File: src/rtl/ram_dp_pkg.sv
// Shared types, RDW mode encodings and the byte-parity helper for the dual-port RAM.
package ram_dp_pkg;

   typedef enum logic {CLEAR, RUN} ram_state_e;

   localparam int RDW_OLD = 0;
   localparam int RDW_NEW = 1;

   // Even parity per byte; lanes at or above nbytes read back as 0.
   function automatic logic [31:0] byte_parity(input logic [255:0] data, input int unsigned nbytes);
      logic [31:0] p;
      p = '0;
      for (int unsigned i = 0; i < 32; i++) begin
         if (i < nbytes) p[i] = ^data[8*i +: 8];
      end
      return p;
   endfunction

endpackage

File: src/rtl/ram_dp_rdpipe.sv
// RD_LAT-deep read-result pipeline; the last stage holds its data between valid strobes.
module ram_dp_rdpipe #(
   parameter int W      = 8,
   parameter int RD_LAT = 1
) (
   input  logic         clk,
   input  logic         reset,
   input  logic         in_valid,
   input  logic [W-1:0] in_data,
   output logic         out_valid,
   output logic [W-1:0] out_data
);

   localparam int unsigned LAT = RD_LAT;

   logic [LAT-1:0]        v_q, v_d;
   logic [LAT-1:0][W-1:0] d_q, d_d;

   always_comb begin
      v_d    = v_q;
      d_d    = d_q;
      v_d[0] = in_valid;
      if (in_valid) d_d[0] = in_data;
      for (int unsigned i = 1; i < LAT; i++) begin
         v_d[i] = v_q[i-1];
         if (v_q[i-1]) d_d[i] = d_q[i-1];
      end
   end

   always_ff @(posedge clk) begin
      if (reset) begin
         v_q <= '0;
         d_q <= '0;
      end else begin
         v_q <= v_d;
         d_q <= d_d;
      end
   end

   assign out_valid = v_q[LAT-1];
   assign out_data  = d_q[LAT-1];

endmodule

File: src/rtl/ram_dp_pipe.sv
// Simple dual-port RAM with byte enables, RD_LAT 1/2, RDW select and post-reset zero sweep.
// Optional per-byte even parity with RAM_DP_PARITY_EN.
module ram_dp_pipe
   import ram_dp_pkg::*;
#(
   parameter int MEM_DEPTH = 32,
   parameter int SIZE      = 8,
   parameter int RD_LAT    = 1,
   parameter int RDW_MODE  = 0,
   localparam int AW       = $clog2(MEM_DEPTH)
) (
   input  logic              clock,
   input  logic              reset,
   input  logic [SIZE-1:0]   data_in,
   input  logic              wren,
   input  logic [SIZE/8-1:0] byteen,
   input  logic [AW-1:0]     wraddress,
   input  logic              rden,
   input  logic [AW-1:0]     rdaddress,
   output logic [SIZE-1:0]   data_out,
   output logic              rd_valid,
   output logic              busy
`ifdef RAM_DP_PARITY_EN
   ,
   output logic              parity_err
`endif
);

   localparam int unsigned NB = SIZE / 8;
`ifdef RAM_DP_PARITY_EN
   localparam int MW = SIZE + SIZE / 8;
   localparam int PW = SIZE + 1;
`else
   localparam int MW = SIZE;
   localparam int PW = SIZE;
`endif
   localparam logic [AW:0]   DEPTH_V  = (AW + 1)'(MEM_DEPTH);
   localparam logic [AW-1:0] LAST_PTR = AW'(MEM_DEPTH - 1);

   if (!(RD_LAT == 1 || RD_LAT == 2) || (SIZE % 8) != 0 || MEM_DEPTH < 2) begin : g_bad_param
      $fatal(1, "ram_dp_pipe: illegal RD_LAT/SIZE/MEM_DEPTH");
   end

   logic [MW-1:0] mem [MEM_DEPTH];

   ram_state_e    state_q, state_d;
   logic [AW-1:0] clr_ptr_q, clr_ptr_d;
   logic          busy_q, busy_d;

   always_comb begin
      state_d   = state_q;
      clr_ptr_d = clr_ptr_q;
      busy_d    = busy_q;
      if (state_q == CLEAR) begin
         clr_ptr_d = clr_ptr_q + 1'b1;
         if (clr_ptr_q == LAST_PTR) begin
            state_d   = RUN;
            busy_d    = 1'b0;
            clr_ptr_d = '0;
         end
      end
   end

   always_ff @(posedge clock) begin
      if (reset) begin
         state_q   <= CLEAR;
         clr_ptr_q <= '0;
         busy_q    <= 1'b1;
      end else begin
         state_q   <= state_d;
         clr_ptr_q <= clr_ptr_d;
         busy_q    <= busy_d;
      end
   end

   assign busy = busy_q;

   logic run, wr_in_range, rd_in_range, wr_ok, rd_hit;
   assign run         = (state_q == RUN);
   assign wr_in_range = ({1'b0, wraddress} < DEPTH_V);
   assign rd_in_range = ({1'b0, rdaddress} < DEPTH_V);
   assign wr_ok       = run & wren & wr_in_range;
   assign rd_hit      = run & rden;

   // All-zero words already carry correct even parity, so the sweep just writes '0.
   always_ff @(posedge clock) begin
      if (!reset && !run) begin
         mem[clr_ptr_q] <= '0;
      end else if (!reset && wr_ok) begin
         for (int unsigned i = 0; i < NB; i++) begin
            if (byteen[i]) begin
               mem[wraddress][8*i +: 8] <= data_in[8*i +: 8];
`ifdef RAM_DP_PARITY_EN
               mem[wraddress][SIZE+i] <= ^data_in[8*i +: 8];
`endif
            end
         end
      end
   end

   logic [MW-1:0] rd_word;

   always_comb begin
      rd_word = '0;
      if (rd_in_range) begin
         rd_word = mem[rdaddress];
         if (RDW_MODE == RDW_NEW && wr_ok && wraddress == rdaddress) begin
            for (int unsigned i = 0; i < NB; i++) begin
               if (byteen[i]) begin
                  rd_word[8*i +: 8] = data_in[8*i +: 8];
`ifdef RAM_DP_PARITY_EN
                  rd_word[SIZE+i] = ^data_in[8*i +: 8];
`endif
               end
            end
         end
      end
   end

   logic [PW-1:0] pipe_in, pipe_out;

`ifdef RAM_DP_PARITY_EN
   logic rd_err;
   assign rd_err     = rd_in_range &
                       (|(byte_parity(256'(rd_word[SIZE-1:0]), NB) ^ 32'(rd_word[MW-1:SIZE])));
   assign pipe_in    = {rd_err, rd_word[SIZE-1:0]};
   assign data_out   = pipe_out[SIZE-1:0];
   assign parity_err = pipe_out[SIZE] & rd_valid;
`else
   assign pipe_in    = rd_word;
   assign data_out   = pipe_out;
`endif

   ram_dp_rdpipe #(
      .W      (PW),
      .RD_LAT (RD_LAT)
   ) u_rdpipe (
      .clk       (clock),
      .reset     (reset),
      .in_valid  (rd_hit),
      .in_data   (pipe_in),
      .out_valid (rd_valid),
      .out_data  (pipe_out)
   );

endmodule
File: config.mk
export PLATFORM = sky130hd
export DESIGN_NAME = ram_dp_pipe
export DESIGN_NICKNAME = d
export VERILOG_FILES = /design/src/rtl/ram_dp_pkg.sv /design/src/rtl/ram_dp_rdpipe.sv /design/src/rtl/ram_dp_pipe.sv
export SDC_FILE = /design/constraint.sdc
export NUM_CORES = 1
export LEC_CHECK = 0
export ABC_CLOCK_PERIOD_IN_PS = 3500
export CAP_MARGIN = 20
export CORE_UTILIZATION = 55
export CTS_CLUSTER_DIAMETER = 100
export DETAILED_ROUTE_END_ITERATION = 7
export GPL_ROUTABILITY_DRIVEN = 0
export PLACE_DENSITY_LB_ADDON = 0.1
export SKIP_LAST_GASP = 1
export SLEW_MARGIN = 20
export SYNTH_ARGS = -nofsm -noshare
export SYNTH_HDL_FRONTEND = slang
export SYNTH_SLANG_ARGS = --single-unit
export TNS_END_PERCENT = 30
File: constraint.sdc
create_clock -name clock -period 3.5 [get_ports clock]
set_clock_uncertainty 0.2 [all_clocks]
set_input_delay 0.875 -clock clock [delete_from_list [all_inputs] [get_ports clock]]
set_output_delay 0.875 -clock clock [all_outputs]
set_load 0.03 [all_outputs]
---- Yosys cells after proc, flatten, opt, wreduce, memory -nomap -nowiden ----
Memory sizes are Yosys's and may differ from the RTL's. A register that Yosys moved wholly into a read port is not among the register bits.
Index checks and enable logic that the tools add are counted.
word-level totals
  register bits after elaboration ......... 8
  bits in latches ......................... 0
  memory bits (writable) .................. 256
  output and inout bits ................... 10
  memory bits (read-only) ................. 0
  memories kept ........................... 1
memories
  name  depth  width  rd ports  clocked after Yosys merged registers in  write ports  line               source
  mem   32     8      1         1                                        1            ram_dp_pipe.sv:44  logic [MW-1:0] mem [MEM_DEPTH];
cells by class
  muxes and demuxes ....................... 12
  reductions and logical operators ........ 6
  bitwise gates (word level) .............. 3
  add/subtract/negate cells ............... 1
  $lt $le $gt $ge ......................... 0
  shifts and indexed selects .............. 0
  $mul .................................... 0
  equality and inequality tests ........... 1
  divide/modulo/power cells ............... 0
operators with widths
  operator               count
  $mux W5                2
  $mux W1                9
  $mux W8                1
  $reduce_or A8 Y1       1
  $add A5 B1 Y5 const B  1
  $eq A5 B5 Y1 const B   1
  $and A1 B1 Y1          2
  $logic_and A1 B1 Y1    2
  $logic_not A1 Y1       2
  $reduce_and A2 Y1      1
  $not A1 Y1             1

---- Logic depth before layout (Yosys ltp) ----
  depth after elaboration ................. 7
  gate-level depth with buffers ........... 7
  gate-level depth less buffers ........... 6

---- Hierarchy ----
From an unflattened synthesis, not the netlist that was laid out.
unflattened totals
  cell total of the unflattened synthesis .. 496
  area, all modules ....................... 10,756.6 sq um
modules (own cells, without submodules)
  module         cells each  sequential area each (sq um)  area an instance (sq um)  times used
  ram_dp_pipe    468         7,827.5                       10,443.8                  1
  ram_dp_rdpipe  28          180.2                         312.8                     1

---- Least setup slack after synthesis ----
Ideal clock, no wire load.
  path type ............................... input port to flip-flop
  start ................................... input port reset
  end ..................................... memory mem[11][0] (netlist name), enable pin
  stages .................................. 6
  path buffers ............................ 1
  arrival time ............................ 2.276 ns
  slack ................................... 0.654 ns
  data required time ...................... 2.930 ns
  path through ............................ clkbuf_1 > nand4b_1 > or3_1 > o31ai_1 > nand2_1 > nor2_1
on the way
  longest elaborated chain between the ends .. 7
  elaborated cells between the ends (all ways) .. 11
ends and longest elaborated chain
  element                                              line                                  source
  from (decl)                                          ram_dp_pipe.sv:13                     input logic reset,
  $logic_not A1 Y1 (*)                                 ram_dp_pipe.sv:87, ram_dp_pipe.sv:89
  $logic_and A1 B1 Y1                                  ram_dp_pipe.sv:89                     end else if (!reset && wr_ok) begin
  $mux W1                                              ram_dp_pipe.sv:89
  $mux W1                                              ram_dp_pipe.sv:87                     if (!reset && !run) begin
  $mux W1 (implied by the code)                        ram_dp_pipe.sv:92                     mem[wraddress][8*i +: 8] <= data_in[8*i +: 8];
  $reduce_or A8 Y1 (no line)                           --
  $mux W5 (no line) / $mux W1 (equally long branches)  --
  to (decl)                                            ram_dp_pipe.sv:44
Mark *: on every way between the ends. The rest lies on a longest branch, timed or not.

---- Final worst setup path ----
  start ................................... input port wren
  end ..................................... memory mem[20][0] (netlist name), enable pin
on the way
  longest elaborated chain between the ends .. 7
  elaborated cells between the ends (all ways) .. 8
ends and longest elaborated chain
  element                                              line               source
  from (decl)                                          ram_dp_pipe.sv:15  input logic wren,
  $and A1 B1 Y1 (*)                                    ram_dp_pipe.sv:82  assign wr_ok = run & wren & wr_in_range;
  $logic_and A1 B1 Y1 (*)                              ram_dp_pipe.sv:89
  $mux W1 (*)                                          ram_dp_pipe.sv:89
  $mux W1 (*)                                          ram_dp_pipe.sv:87
  $mux W1 (implied by the code) (*)                    ram_dp_pipe.sv:92
  $reduce_or A8 Y1 (no line)                           --
  $mux W5 (no line) / $mux W1 (equally long branches)  --
Marks and branches as above.

==> run metrics <==
vias per cell=~5.9; Synth Area in Simple Gates=a little over 5%; setup TNS=0 ns; Global Route Usage Sum=between 20% and 30%; Cell Pwr Density=around 520 nW/um^2; number of global-route vias before repair=between 5000 and 6000; clk buf depth=3; highest-delay cell along the critical path=clkdlybuf4s50_1; port bufs=32; CTS tree=yes; largest net degree at the start of global routing=38; CP Data Arrival Time=2.83 ns; NumNets Final=a little under 800; DIE AREA=20400 sq um; layout cell share with drive strength beyond 1=between 10 and 15%; slowest cell delay on critical path=0.53 ns; WL final=~25000 um; Worst-Skew Late Latency=roughly 0.51 ns; Mapped Area=10900 sq um; crit path capture type=flip-flop; critical path launch point type=input port; adder-cell share of the synthesized area=less than 1%; top_reg_cell synth=edfxtp_1; period utilisation layout=80.2%; most frequent cell after synthesis=edfxtp_1; Synth Area in XOR/XNOR=0%; unrepaired setup endpoints after global routing=no; Antenna Cells=0; Post-Syn Area per Cell=16.2 sq um; WS Path Type=input port to flip-flop; #FFs+latches synth=272; Worst VDD drop=~0.00043 V; Congestion Overflow GR=0; hpwl dp=16100 um; relative slew slack=between 50 and 60%; Max Slew Vio Count=0; Met3 Wirelength=~1800 um; worst setup margin=between 0.6 and 0.7 ns; Ys Warns=0; Resize count post-CTS=0; row cnt=approximately 50; outcome=complete, no violations; Placeable Area=~19000 sq um; Crit path max-delay family=simple AND/OR/NAND/NOR gates; Die X=~140 um; f_max=roughly 360 MHz; Crit path required time=~3.5 ns; Fin. Hold Viols=0; number of max-cap violations=0; synthesized-area fraction occupied by ao, oa, aoi and oai cells=~7%; initial antenna violation count=0; Lkg Pwr=roughly 4.9 nW; Inserted Clock Buffers=27; drt drc=0; initial core utilization=56.1%; Final Total Pwr=about 0.0065 W; met1 WL=between 10000 and 15000 um; Worst-Margin Slew=between 0.7 and 0.8 ns; Placement Setup Slack=roughly 0.20 ns; Root Buffer=clkbuf_16; highest metal used=met4; First-pass DRT Iterations=7; Cell Chain, Critical Path=clkdlybuf4s50_1 -> nand4b_1 -> nand2_1 -> and2_1 -> nand2_1 -> nor2_1 -> buf_4; CTS Sinks=around 270; ANT nets after route=0; asr flop ratio synth=0%; mux contribution to synthesized area=between 10% and 20%; cell taking the most area after synthesis=edfxtp_1; synth unique cells=31; number of post-CTS setup repair buffers=0; metal2 WL=12200 um; Min-Delay Path Class=flip-flop to flip-flop; drt wl/cell=approximately 24 um; Max FO, Critical Path=8; Setup Viol. Count Final=0; Post-synth EDFFs=between 200 and 300; DR iter-0 viols=between 700 and 800; io pins=33; Worst Path Buf+Inv=2; Synth top cells by count=edfxtp_1, mux2i_1, a22oi_1; most used cell, CP=nand2_1; register area share after synthesis=approximately three quarters; Core Util, Final=around two thirds; main combinational cell family by area after synthesis=multiplexers; Hold-fix buffers, CTS=0; share of the synthesized area in the top cell type=~71%; Gate Count Post-Synth=~670; minimum clock period=2.81 ns; Vias=roughly 6100; H-tree depth=1; top cells by area, synth=edfxtp_1, mux2i_1, a22oi_1, dfxtp_1, a21oi_1; syn_nets=slightly below 700; Area growth syn-to-layout=15.9%; Die Y=approximately 140 um; Worst-path clk slew=~0.060 ns; first-pass GRT wire length=approximately 36000 um
==> power breakdown <==
| group | internal, W | switching [W] |
|---|---|---|
| registers | 0.00353 | 0.00000811 |
| clock network | 0.00155 | 0.00113 |
| logic | 0.000126 | 0.000170 |
==> cell type report <==
type	instances	area (sq um)
Fill cell	1406	6790
Timing Repair Buffer	86	790
Multi-Input combinational cell	360	2660
Sequential cell	272	8010
Clock inverter	18	130
Tap cell	265	332
Clock buffer	31	691
==> through the flow <==
step | instances | hold WS, ns | area, sq um
6_report | 1032 | 0.257 | 12600
5_1_grt | 1032 | 0.286 | 12600
4_1_cts | 1032 | 0.265 | 12600
3_5_place_dp | 983 | 0.246 | 11800
3_3_place_gp | 983 | 0.244 | 11800
2_1_floorplan | 671 | 0.272 | 10900
==> placed cells by master, fill, tap and decap left out, types with 2 or more instances in the layout <==
master           instances
edfxtp_1               256
mux2i_1                130
a22oi_1                 64
buf_4                   49
nor2_1                  47
a21oi_1                 37
clkdlybuf4s50_1         31
clkbuf_16               27
nand2_1                 22
dfxtp_1                 16
and2_1                  12
clkinv_1                10
or4_1                    8
a211oi_1                 6
nand3b_1                 5
clkinv_2                 5
buf_12                   5
nand2b_1                 4
clkbuf_1                 4
nand4b_1                 2
nand4_1                  2
or2_2                    2
nand3_1                  2
nor2b_2                  2
o21ai_0                  2
a211oi_2                 2
ha_1                     2
bufinv_16                2
==> registers in the layout (all words and copies together) (netlist names) <==
signal / count
clr_ptr_q: 5
u_rdpipe.out_data: 8
u_rdpipe.out_valid: 1
busy: 1
mem: 256
run: 1
==> metal layers <==
layer	vias to the layer above	GRT usage (%)
met1	3082	34.0
met2	236	42.0
met4	0	6.06
met5	-	0
met3	26	4.63
li1	2783	-
==> worst paths after layout <==
path / from / end / slack [ns] / cells past startpoint
min reg2reg: busy$_SDFFE_PP1P_ / busy$_SDFFE_PP1P_ / 0.26 / 1
min: busy$_SDFFE_PP1P_ / busy$_SDFFE_PP1P_ / 0.26 / 1
max reg2reg: run$_SDFF_PP0_ / mem[20][0]$_DFFE_PP_ / 0.91 / 6
max: wren / mem[20][0]$_DFFE_PP_ / 0.69 / 7
==> logic make-up after synthesis <==
| family | after synthesis |
|---|---|
| flops | 272 |
| fa+ha+maj | 2 |
| compound gates | 114 |
| simple gates | 114 |
| mux | 130 |
| buf+inv | 39 |
Note: power is estimated with default switching activity, not from simulation.
